--- config.mk ---
export PLATFORM = sky130hd
export DESIGN_NAME = sqrt_datapath
export DESIGN_NICKNAME = d
export VERILOG_FILES = /design/src/rtl/sqrt_datapath.sv
export SDC_FILE = /design/constraint.sdc
export NUM_CORES = 1
export LEC_CHECK = 0
export BUFFER_PORTS_ARGS = -buffer_cell sky130_fd_sc_hd__buf_2
export CAP_MARGIN = 5
export CORE_ASPECT_RATIO = 0.8
export CORE_MARGIN = 2
export CORE_UTILIZATION = 55
export CTS_CLUSTER_SIZE = 30
export DETAILED_ROUTE_END_ITERATION = 6
export HOLD_SLACK_MARGIN = 0.15
export PLACE_DENSITY_LB_ADDON = 0.12
export SLEW_MARGIN = 5
export SYNTH_ARGS = -nofsm -noshare
export SYNTH_HDL_FRONTEND = slang
export SYNTH_SLANG_ARGS = --single-unit
--- constraint.sdc ---
create_clock -name clk -period 8.15 [get_ports clk]
set_input_delay 0.815 -clock clk [delete_from_list [all_inputs] [get_ports clk]]
set_output_delay 0.815 -clock clk [all_outputs]
set_load 0.02 [all_outputs]
--- src/rtl/sqrt_datapath.sv ---
// Square-root datapath: operand, odd-number running sum and increment sharing one adder.
// Returns the (start, S>X) status pair to the ControlPath and captures the root on command.
module sqrt_datapath #(
  parameter int WIDTH = 16
) (
  input  logic                 clk,
  input  logic                 rst,
  input  logic [WIDTH-1:0]     x_i,
  input  logic                 start_i,
  input  logic                 boot_i,
  input  logic                 muxes_i,
  input  logic                 wr_root_i,
  input  logic                 wr_square_i,
  input  logic                 root_i,
  output logic [1:0]           N_o,
  output logic [WIDTH/2-1:0]   root_o,
  output logic                 valid_o
);

  localparam int RW = WIDTH / 2;
  localparam int DW = RW + 2;
  localparam int SW = WIDTH + 1;

  localparam logic [SW-1:0] S_INIT = {{(SW-1){1'b0}}, 1'b1};
  localparam logic [DW-1:0] D_INIT = {{(DW-1){1'b0}}, 1'b1};
  localparam logic [SW-1:0] TWO    = {{(SW-2){1'b0}}, 2'b10};

  logic [WIDTH-1:0] x_r;
  logic [SW-1:0]    s_r;
  logic [DW-1:0]    d_r;
  logic [RW-1:0]    r_r;
  logic             v_r;

  logic [SW-1:0]    a_s;
  logic [SW-1:0]    b_s;
  logic [SW-1:0]    sum_s;
  logic [SW-1:0]    d_ext_s;

  assign d_ext_s = {{(SW-DW){1'b0}}, d_r};

  // Shared adder: D+2 while stepping the increment, S+D while accumulating the square
  always_comb begin
    a_s = d_ext_s;
    b_s = TWO;
    if (muxes_i) begin
      a_s = s_r;
      b_s = d_ext_s;
    end else begin
      a_s = d_ext_s;
      b_s = TWO;
    end
    sum_s = a_s + b_s;
  end

  // Status to the controller; start is passed straight through, the controller registers it
  always_comb begin
    N_o[1] = start_i;
    N_o[0] = (s_r > {1'b0, x_r});
  end

  // Register file: boot overrides every other write; capture samples the pre-edge D
  always_ff @(posedge clk) begin
    if (rst) begin
      x_r <= {WIDTH{1'b0}};
      s_r <= S_INIT;
      d_r <= D_INIT;
      r_r <= {RW{1'b0}};
      v_r <= 1'b0;
    end else if (boot_i) begin
      x_r <= x_i;
      s_r <= S_INIT;
      d_r <= D_INIT;
      v_r <= 1'b0;
    end else begin
      if (wr_root_i) begin
        d_r <= sum_s[DW-1:0];
      end
      if (wr_square_i) begin
        s_r <= sum_s;
      end
      if (root_i) begin
        r_r <= d_r[RW:1];
        v_r <= 1'b1;
      end
    end
  end

  assign root_o  = r_r;
  assign valid_o = v_r;

endmodule

==> flow_summary_export.csv, run 1 <==
group,metric,value,unit
clock_network,cts_tree,"built",
run,maxCapViolCount,0,
floorplan,io_pins,35,
sta,finalMaxSlewViolations,0,
synth,yosysWarnings,0,
synth,syn_nets,406,
synth,async_flop_share,0,%
synth,synth_edf_count,0,
clock_network,cts-root-buf,"clkbuf_8",
drt,wl,6380,µm
critical_path,endpoint_kind,"flop",
critical_path,worstPathArrival,3.58,ns
clock_network,post_cts_resized,0,
drt,drc_errors,0,
global_routing,grt_pass1_wl,10600,µm
critical_path,startpoint_type,"primary input",
finish,drive_above_1_share,16.5,%
place,placed_area,3220,µm²
floorplan,chipHeight,70.7,µm
power,seq_power_share,52.3,%
clock_network,cts_hold_buf,0,
sta,max_slew_margin,50.4,%
power,cellPowerDensity,153,nW/µm²
power,intPower,0.000379,W
finish,fillers,482,
power,power.share.combinational,11.8,%
sta,fmax,300,MHz
power,p_leak,1.56,nW
sta,rsz0062_at_grt,"false",
clock_network,worstSkewPairLatency,0.31,ns
sta,post-route-min-period,3.33,ns
drt,firstDrtPassIters,4,
drt,drt_iter0_markers,106,
place,dpl.hpwl,4730,µm
sta,finalHoldViolCount,0,
clock_network,clock_tree.buffer_depth,2,
clock_network,path_clk_slew,0.10,ns
finish,antenna_cells,0,
finish,fin_area,3330,µm²
floorplan,rows,24,
global_routing,antenna_found_initial,0,
sta,tightest_slew,0.741,ns
critical_path,cp.required,8.39,ns
synth,synth_cell_type_count,46,
global_routing,grt.total_usage,21.7,%
drt,avgViaCountPerCell,5.64,
clock_network,cts_buffers,5,
finish,layout_commonest_cell,"dfxtp_1",
place,routabilityCongestion,0.898,
worst_hold_path,hp-class,"reg2reg",
place,port_buffers,32,
synth,syn_area,3060,µm²
sta,min_period_over_period,40.9,%
synth,ys_ff_latch,52,
power,vdd.ir_drop.worst,0.0000692,V
synth,synthCells,355,
sta,setup_tns,0,ns
synth,ys_seq_area_share,34.0,%
synth,syn_area_per_cell,8.62,µm²
power,p_switching,0.000129,W
floorplan,die_area,6180,µm²
global_routing,grt_start_max_net_pins,27,
outcome,status,"completed",
finish,finalNetCount,425,
drt,wl_per_cell,14.5,µm
power,switching_share,25.4,%
drt,drtAntennaViolNets,0,
clock_network,htree_levels,2,
critical_path,crit_type,"in2reg",
sta,finClkSkew,0.0136,ns
drt,vias,2481,
floorplan,core-area,5410,µm²
floorplan,start_util,56.6,%
critical_path,crit_path_max_fanout,26,
sta,final-setup-viol-count,0,
synth,ys.flop_type,"dfxtp_1",
global_routing,grt_pass1_vias,2226,
finish,final_cell_mix,"52 x dfxtp_1, 37 x nor2_1, 33 x nand2_1, 32 x buf_2, 28 x mux2i_1",
clock_network,cts.sinks,52,
power,pwr-share-clk,35.9,%
finish,syn_to_final_growth,8.70,%
clock_network,post_cts_buffers,0,
floorplan,fp.dieW,87.4,µm
global_routing,grt_overflow,0,
-- cells by family (layout without fill, tap and decap cells) --
logic type	Yosys count	in the layout	synth area share, %
flops	52	52	34.0
simple gates	117	117	18.4
fa+ha+maj	27	27	11.3
compound gates	72	72	15.9
buf+inv	42	62	5.52
mux	39	39	13.2
xor+xnor	6	6	1.72
-- per-layer routing --
| layer | up-vias | routed length (µm) | GRT usage, % |
|---|---|---|---|
| met5 | - | 0 | 0 |
| met2 | 36 | 2690 | 31.6 |
| li1 | 1291 | - | - |
| met4 | 0 | 68 | 6.32 |
| met1 | 1147 | 3320 | 32.8 |
| met3 | 7 | 298 | 3.62 |
-- state kept, by name, indices dropped and copies added, names as in the netlist --
register and cells:
x_r 16, root_o 8, s_r 17, d_r 10, valid_o 1
-- path summary, 6_finish.rpt --
check	startpoint	to	slack, ns	depth (start not counted)
worst min-delay path	root_o[0]$_SDFFE_PP0P_	root_o[0]$_SDFFE_PP0P_	0.45	2
worst min register to register	root_o[0]$_SDFFE_PP0P_	root_o[0]$_SDFFE_PP0P_	0.45	2
worst max register to register	d_r[0]$_SDFFE_PP1P_	s_r[12]$_SDFFE_PP0P_	5.50	9
worst max-delay path	muxes_i	s_r[12]$_SDFFE_PP0P_	4.82	10
-- cell type report --
class	instances	area (µm²)	share of cell area (%)
clock inverters	2	38.8	1.17
clock buffers	6	72.6	2.18
multi-input cells	261	1850	55.6
flip-flops and latches	52	1040	31.3
repair buffers	32	160	4.81
inverters	22	82.6	2.48
well taps	65	81.3	2.44
-- cell usage after synthesis, types with 2 or more instances --
| master | instances | area share [%] |
|---|---|---|
| nor2_1 | 37 | 4.5 |
| o21ai_0 | 9 | 1.5 |
| inv_1 | 22 | 2.7 |
| xor2_1 | 2 | 0.57 |
| a31oi_1 | 3 | 0.61 |
| o21ai_2 | 2 | 0.57 |
| a21oi_1 | 26 | 4.2 |
| mux2_2 | 11 | 4.0 |
| nand2_1 | 33 | 4.0 |
| buf_2 | 3 | 0.49 |
| nor4_1 | 4 | 0.82 |
| o211ai_1 | 3 | 0.74 |
| dfxtp_1 | 52 | 34 |
| nand4_1 | 8 | 1.6 |
| mux2i_1 | 28 | 9.2 |
| clkbuf_1 | 15 | 1.8 |
| a21oi_2 | 3 | 0.86 |
| nand2b_1 | 5 | 1.0 |
| nand3b_1 | 2 | 0.49 |
| xnor2_1 | 4 | 1.1 |
| buf_4 | 2 | 0.49 |
| a21o_1 | 9 | 2.2 |
| and2_1 | 9 | 1.8 |
| or4_1 | 3 | 0.74 |
| and4_2 | 2 | 0.65 |
| a211oi_1 | 3 | 0.74 |
| nor3_1 | 2 | 0.33 |
| ha_1 | 26 | 11 |
| o31ai_1 | 4 | 0.98 |
| nand3_1 | 7 | 1.1 |
-- worst max-delay path, stage by stage --
cell	delay [ns]
buf_2	0.37
mux2_2	0.39
ha_1	0.23
fa_1	0.42
a21o_1	0.22
a211oi_2	0.27
o21bai_2	0.14
o211ai_2	0.23
mux2_2	0.35
a21oi_1	0.13
-- power groups by stage --
stage	Combinational, W	Sequential (W)	Clock [W]
final	0.0000601	0.000266	0.000182
after global routing	0.0000677	0.000266	0.000197
after CTS	0.0000606	0.000266	0.000188
after detailed placement	0.0000604	0.000271	0
after global placement	0.0000585	0.000271	0
after floorplan	0.0000464	0.000271	0
-- through the flow --
step	utilization, %	std cells	setup WS [ns]	total power, W	hold slack (ns)
after floorplan	-	355	4.62	0.000317	0.447
after global placement	59.5	432	4.57	0.000330	0.443
after detailed placement	59.5	432	4.51	0.000332	0.445
after CTS	61.6	440	4.84	0.000514	0.458
after global routing	61.6	440	4.66	0.000531	0.482
final	61.6	440	4.82	0.000508	0.455
Power figures use the tool's default switching activity.
==> inputs of run 2 (changes only) <==
Settings changed: CORE_UTILIZATION 55 to 53.
Clock period 8.15 ns to 3.03 ns, I/O delays scaled along.
==> flow_summary_export.csv, run 2 (synthesis gave the netlist of run 1 again) <==
group,metric,value,unit
clock_network,worstSkewPairLatency,0.31,ns
power,vdd.ir_drop.worst,0.000174,V
power,p_switching,0.000345,W
floorplan,fp.dieW,89.0,µm
global_routing,grt.total_usage,20.3,%
place,dp_cells,448,
global_routing,antenna_found_initial,0,
clock_network,cts_hold_buf,0,
finish,largest_register_ffs,17,
critical_path,endpoint_kind,"flop",
clock_network,cts-root-buf,"clkbuf_8",
outcome,status,"completed",
run,maxCapViolCount,0,
sta,fmax,376,MHz
floorplan,die_area,6400,µm²
clock_network,htree_levels,2,
critical_path,max_stage_delay,0.41,ns
floorplan,io_pins,35,
sta,finClkSkew,0.00987,ns
drt,drtAntennaViolNets,0,
place,routabilityCongestion,0.918,
clock_network,clock_tree.buffer_depth,2,
worst_hold_path,hp-class,"in2reg",
finish,fillers,519,
sta,post-route-min-period,2.66,ns
global_routing,grt_pass1_vias,2043,
sta,tightest_slew,0.733,ns
global_routing,grt_overflow,0,
clock_network,path_clk_slew,0.10,ns
sta,setup_tns,0,ns
sta,min_period_over_period,87.7,%
critical_path,worstPathArrival,2.89,ns
clock_network,cts_tree,"built",
place,port_buffers,32,
power,cellPowerDensity,383,nW/µm²
sta,finalHoldViolCount,0,
finish,drive_above_1_share,17.5,%
critical_path,critPathTopFamily,"compound AO/OA/AOI/OAI gates",
drt,avgViaCountPerCell,5.46,
finish,fin_util,60.6,%
critical_path,cp_common_cell,"mux2_2",
power,power,0.00128,W
finish,finalNetCount,428,
power,seq_power_share,55.7,%
drt,drt_iter0_markers,196,
global_routing,grt_pass1_wl,10100,µm
floorplan,start_util,55.4,%
power,intPower,0.000936,W
sta,max_slew_margin,51.0,%
sta,final-setup-viol-count,0,
finish,regMostFlops,"s_r",
critical_path,cp.required,3.26,ns
critical_path,crit_type,"reg2reg",
clock_network,post_cts_resized,0,
floorplan,chipHeight,72.0,µm
critical_path,crit_path_max_fanout,3,
global_routing,grt_start_max_net_pins,27,
critical_path,startpoint_type,"flop",
drt,drc_errors,0,
critical_path,crit_buf_inv,0,
clock_network,post_cts_buffers,0,
finish,largest_registers,"s_r x17, x_r x16, d_r x10",
power,power.share.combinational,12.8,%
critical_path,cp_cell_sequence,"mux2_2, ha_1, fa_1, a21o_1, a211oi_2, o21bai_2, o211ai_2, mux2_2, a21oi_1",
finish,final_cell_mix,"52 x dfxtp_1, 37 x nor2_1, 33 x nand2_1, 32 x buf_2, 28 x mux2i_1",
drt,vias,2491,
sta,rsz0062_at_grt,"false",
drt,wl,6260,µm
floorplan,rows,24,
drt,firstDrtPassIters,4,
power,switching_share,26.9,%
finish,syn_to_final_growth,9.28,%
critical_path,slowest_stage,"fa_1",
finish,stdcell_count,456,
clock_network,cts.sinks,52,
place,dpl.hpwl,4770,µm
sta,hold_ws,0.220,ns
drt,wl_per_cell,13.7,µm
clock_network,cts_buffers,5,
power,pwr-share-clk,31.5,%
sta,finalMaxSlewViolations,0,
power,p_leak,1.56,nW
floorplan,core-area,5530,µm²
finish,antenna_cells,0,
finish,layout_commonest_cell,"dfxtp_1",
==> run 2: stage by stage <==
stage               instance area [µm²]  worst slack (ns)
CTS                                3350             0.367
global placement                   3260             0.241
finish                             3350             0.373
global route                       3350             0.208
detailed placement                 3260             0.187
floorplan                          3060            0.0114
==> run 2: final cells by class <==
class	count	area, µm²	area share [%]
clock buffers	5	68.8	2.06
clock inverters	3	21.3	0.636
well taps	78	97.6	2.92
repair buffers	35	183	5.46
flip-flops and latches	52	1040	31.1
multi-input cells	261	1850	55.3
inverters	22	82.6	2.47
==> run 2: final timing paths <==
| kind | slack [ns] | from | depth (start not counted) | end |
|---|---|---|---|---|
| setup / recovery | 0.37 | s_r[0]$_SDFFE_PP1P_ | 9 | s_r[12]$_SDFFE_PP0P_ |
| hold / removal | 0.22 | root_i | 3 | valid_o$_SDFFE_PP0P_ |
| setup reg to reg | 0.37 | s_r[0]$_SDFFE_PP1P_ | 9 | s_r[12]$_SDFFE_PP0P_ |
| hold reg to reg | 0.46 | root_o[1]$_SDFFE_PP0P_ | 2 | root_o[1]$_SDFFE_PP0P_ |
==> run 2: worst register-to-register path, delay by kind of cell, from the launching register on <==
family,cells,cell delay [ns]
AOI/OAI and AO/OA,5,1.00
muxes,2,0.61
adders and majority gates,2,0.64
DFF,1,0.34
==> run 2: per-layer routing <==
layer | vias to the layer above | global-route usage, % | routed length (µm)
met5 | - | 0 | 0
met1 | 1141 | 33.1 | 3390
met4 | 0 | 4.48 | 52
met2 | 46 | 27.6 | 2550
met3 | 7 | 3.41 | 260
li1 | 1297 | - | -
==> run 2: power by group through the flow <==
stage	sequential (W)	combinational, W	clock [W]
detailed placement	0.000730	0.000164	0
finish	0.000714	0.000164	0.000403
global route	0.000717	0.000186	0.000445
global placement	0.000730	0.000161	0
CTS	0.000714	0.000165	0.000415
floorplan	0.000728	0.000125	0
==> inputs of run 3 (changes only) <==
Settings changed: ABC_AREA set to 1.
==> flow_summary_export.csv, run 3 <==
group,metric,value,unit
critical_path,worstPathArrival,1.87,ns
power,power,0.00139,W
worst_hold_path,holdPathStages,3,
synth,ys_seq_area_share,31.5,%
floorplan,io_pins,35,
drt,wl_per_cell,11.9,µm
finish,fin_util,59.7,%
synth,syn_area_per_cell,6.63,µm²
clock_network,cts.sinks,52,
synth,ys_ff_latch,52,
critical_path,r2r-start,"d_r[0]$_SDFFE_PP1P_",
synth,ys.flop_type,"dfxtp_1",
synth,synth_commonest_cells,"110 x nand2_1, 90 x inv_1, 71 x nor2_1",
finish,final_cell_mix,"110 x nand2_1, 90 x inv_1, 71 x nor2_1, 52 x dfxtp_1, 32 x buf_2",
global_routing,grt_overflow,0,
global_routing,grt_pass1_wl,12200,µm
synth,synthCells,498,
clock_network,worstSkewPairLatency,0.31,ns
sta,final-setup-viol-count,0,
critical_path,endpoint_kind,"primary output",
global_routing,antenna_found_initial,0,
worst_hold_path,hp-class,"in2reg",
sta,finClkSkew,0.00578,ns
sta,finalHoldViolCount,0,
finish,antenna_cells,0,
power,vdd.ir_drop.worst,0.000183,V
power,intPower,0.000985,W
power,cellPowerDensity,389,nW/µm²
finish,largest_registers,"s_r x17, x_r x16, d_r x10",
finish,largest_register_ffs,17,
drt,avgViaCountPerCell,4.90,
critical_path,critPathLaunch,"s_r[10]$_SDFFE_PP0P_",
sta,post-route-min-period,2.17,ns
synth,synth.most_common_cell,"nand2_1",
synth,yosysWarnings,0,
drt,firstDrtPassIters,4,
sta,finalMaxSlewViolations,0,
clock_network,cts_hold_buf,0,
power,power.share.combinational,16.7,%
sta,fmax,460,MHz
critical_path,r2r_slack,0.99,ns
drt,drtAntennaViolNets,0,
power,pwr-share-clk,30.7,%
finish,drive_above_1_share,10.8,%
sta,rsz0062_at_grt,"false",
synth,synth_largest_area_cell,"dfxtp_1",
critical_path,crit_type,"reg2out",
outcome,status,"completed",
synth,async_flop_share,0,%
power,seq_power_share,52.6,%
sta,tightest_slew,0.818,ns
floorplan,start_util,55.2,%
global_routing,grt.total_usage,22.4,%
clock_network,cts-root-buf,"clkbuf_8",
power,p_switching,0.000405,W
drt,drt_iter0_markers,144,
sta,setup_tns,0,ns
power,p_leak,1.88,nW
critical_path,r2r_end,"s_r[8]$_SDFFE_PP0P_",
synth,synth_area_leaders,"dfxtp_1 32%, nand2_1 13%, inv_1 10%",
global_routing,grt_pass1_vias,2654,
finish,finalNetCount,570,
place,routabilityCongestion,0.954,
sta,max_slew_margin,45.4,%
critical_path,slowest_stage,"dfxtp_1",
synth,syn_area,3300,µm²
floorplan,rows,25,
worst_hold_path,worstHoldStart,"root_i",
clock_network,post_cts_buffers,0,
drt,wl,7160,µm
floorplan,fp.dieW,92.2,µm
drt,vias,2945,
critical_path,cp.required,2.73,ns
synth,synth_edf_count,0,
finish,layout_commonest_cell,"nand2_1",
critical_path,crit_path_max_fanout,5,
clock_network,htree_levels,2,
critical_path,startpoint_type,"flop",
finish,fillers,586,
place,dpl.hpwl,5540,µm
clock_network,cts_tree,"built",
clock_network,cts_buffers,5,
critical_path,max_stage_delay,0.48,ns
worst_hold_path,whs_endpoint,"valid_o$_SDFFE_PP0P_",
floorplan,core-area,5970,µm²
floorplan,chipHeight,74.6,µm
finish,regMostFlops,"s_r",
clock_network,post_cts_resized,0,
synth,synth_top_area_share,31.5,%
sta,hold_ws,0.227,ns
floorplan,die_area,6880,µm²
global_routing,grt_start_max_net_pins,32,
place,port_buffers,32,
critical_path,r2r_cells,12,
clock_network,path_clk_slew,0.10,ns
clock_network,clock_tree.buffer_depth,2,
run,maxCapViolCount,0,
finish,syn_to_final_growth,8.15,%
synth,syn_nets,549,
sta,min_period_over_period,71.8,%
power,switching_share,29.1,%
drt,drc_errors,0,
critical_path,cp_cell_sequence,"ha_1, nand2_1, inv_1, o21ai_0, a21oi_1, nor2_1, nand3_1, nand2_1, inv_1, buf_2",
synth,synth_cell_type_count,32,
==> run 3: changes by cell type after synthesis, moves of 6 or more <==
cell / delta
mux2_2: -11
nand3_2: +6
inv_1: +68
a21o_1: -8
and2_1: -8
a211oi_1: +20
nand2_1: +77
o21ai_0: +9
mux2i_1: -28
nand3_1: +20
clkbuf_1: -7
nor2_1: +34
==> run 3: worst max path at each step <==
stage / slack, ns / cells after the start / to
after global routing: 0.67 / 10 / N_o[0]
after CTS: 0.85 / 10 / N_o[0]
after floorplan: 0.86 / 13 / s_r[8]$_SDFFE_PP0P_
after detailed placement: 0.62 / 12 / s_r[8]$_SDFFE_PP0P_
after global placement: 0.74 / 12 / s_r[8]$_SDFFE_PP0P_
final: 0.86 / 10 / N_o[0]
==> run 3: cell families after synthesis <==
family,share of synthesized area (%)
XOR/XNOR,1.33
buffers and inverters,13.4
flip-flops,31.5
adder cells (fa/ha/maj),10.5
AND/OR/NAND/NOR,29.6
AO/OA/AOI/OAI,13.7
==> run 3: through the flow <==
step,cells,instance area [µm²],setup WS (ns)
6_report,601,3570,0.856
5_1_grt,601,3570,0.670
4_1_cts,601,3570,0.848
3_5_place_dp,593,3470,0.622
3_3_place_gp,593,3470,0.743
2_1_floorplan,498,3300,0.858
==> run 3: power by group through the flow <==
stage | Clock (W) | Sequential (W) | Combinational, W
5_1_grt | 0.000466 | 0.000735 | 0.000268
6_report | 0.000426 | 0.000731 | 0.000233
4_1_cts | 0.000437 | 0.000731 | 0.000233
3_5_place_dp | 0 | 0.000747 | 0.000233
2_1_floorplan | 0 | 0.000751 | 0.000169
3_3_place_gp | 0 | 0.000747 | 0.000227
==> run 3: cell type report <==
cell class / count / area [µm²] / share of cell area, %
inverters: 92 / 345 / 9.67
well taps: 81 / 101 / 2.84
repair buffers: 33 / 168 / 4.70
flip-flops and latches: 52 / 1040 / 29.2
multi-input cells: 335 / 1820 / 50.9
clock inverters: 2 / 13.8 / 0.386
clock buffers: 6 / 82.6 / 2.31
==> run 3: worst max-delay path, delay by kind of cell (launching register included) <==
family                   cells  cell delay, ns
AO/OA/AOI/OAI                2            0.23
AND/OR/NAND/NOR              4            0.34
adder cells (fa/ha/maj)      1            0.30
flip-flops                   1            0.48
buffers and inverters        3            0.20
==> run 3: layer usage <==
| metal | routed length (µm) | part of all wire, % | global-route usage, % | vias up |
|---|---|---|---|---|
| li1 | - | - | - | 1607 |
| met1 | 3660 | 51 | 31.1 | 1282 |
| met2 | 3100 | 43 | 37.1 | 50 |
| met3 | 348 | 4.9 | 3.75 | 6 |
| met4 | 48 | 0.67 | 5.47 | 0 |
| met5 | 0 | 0 | 0 | - |
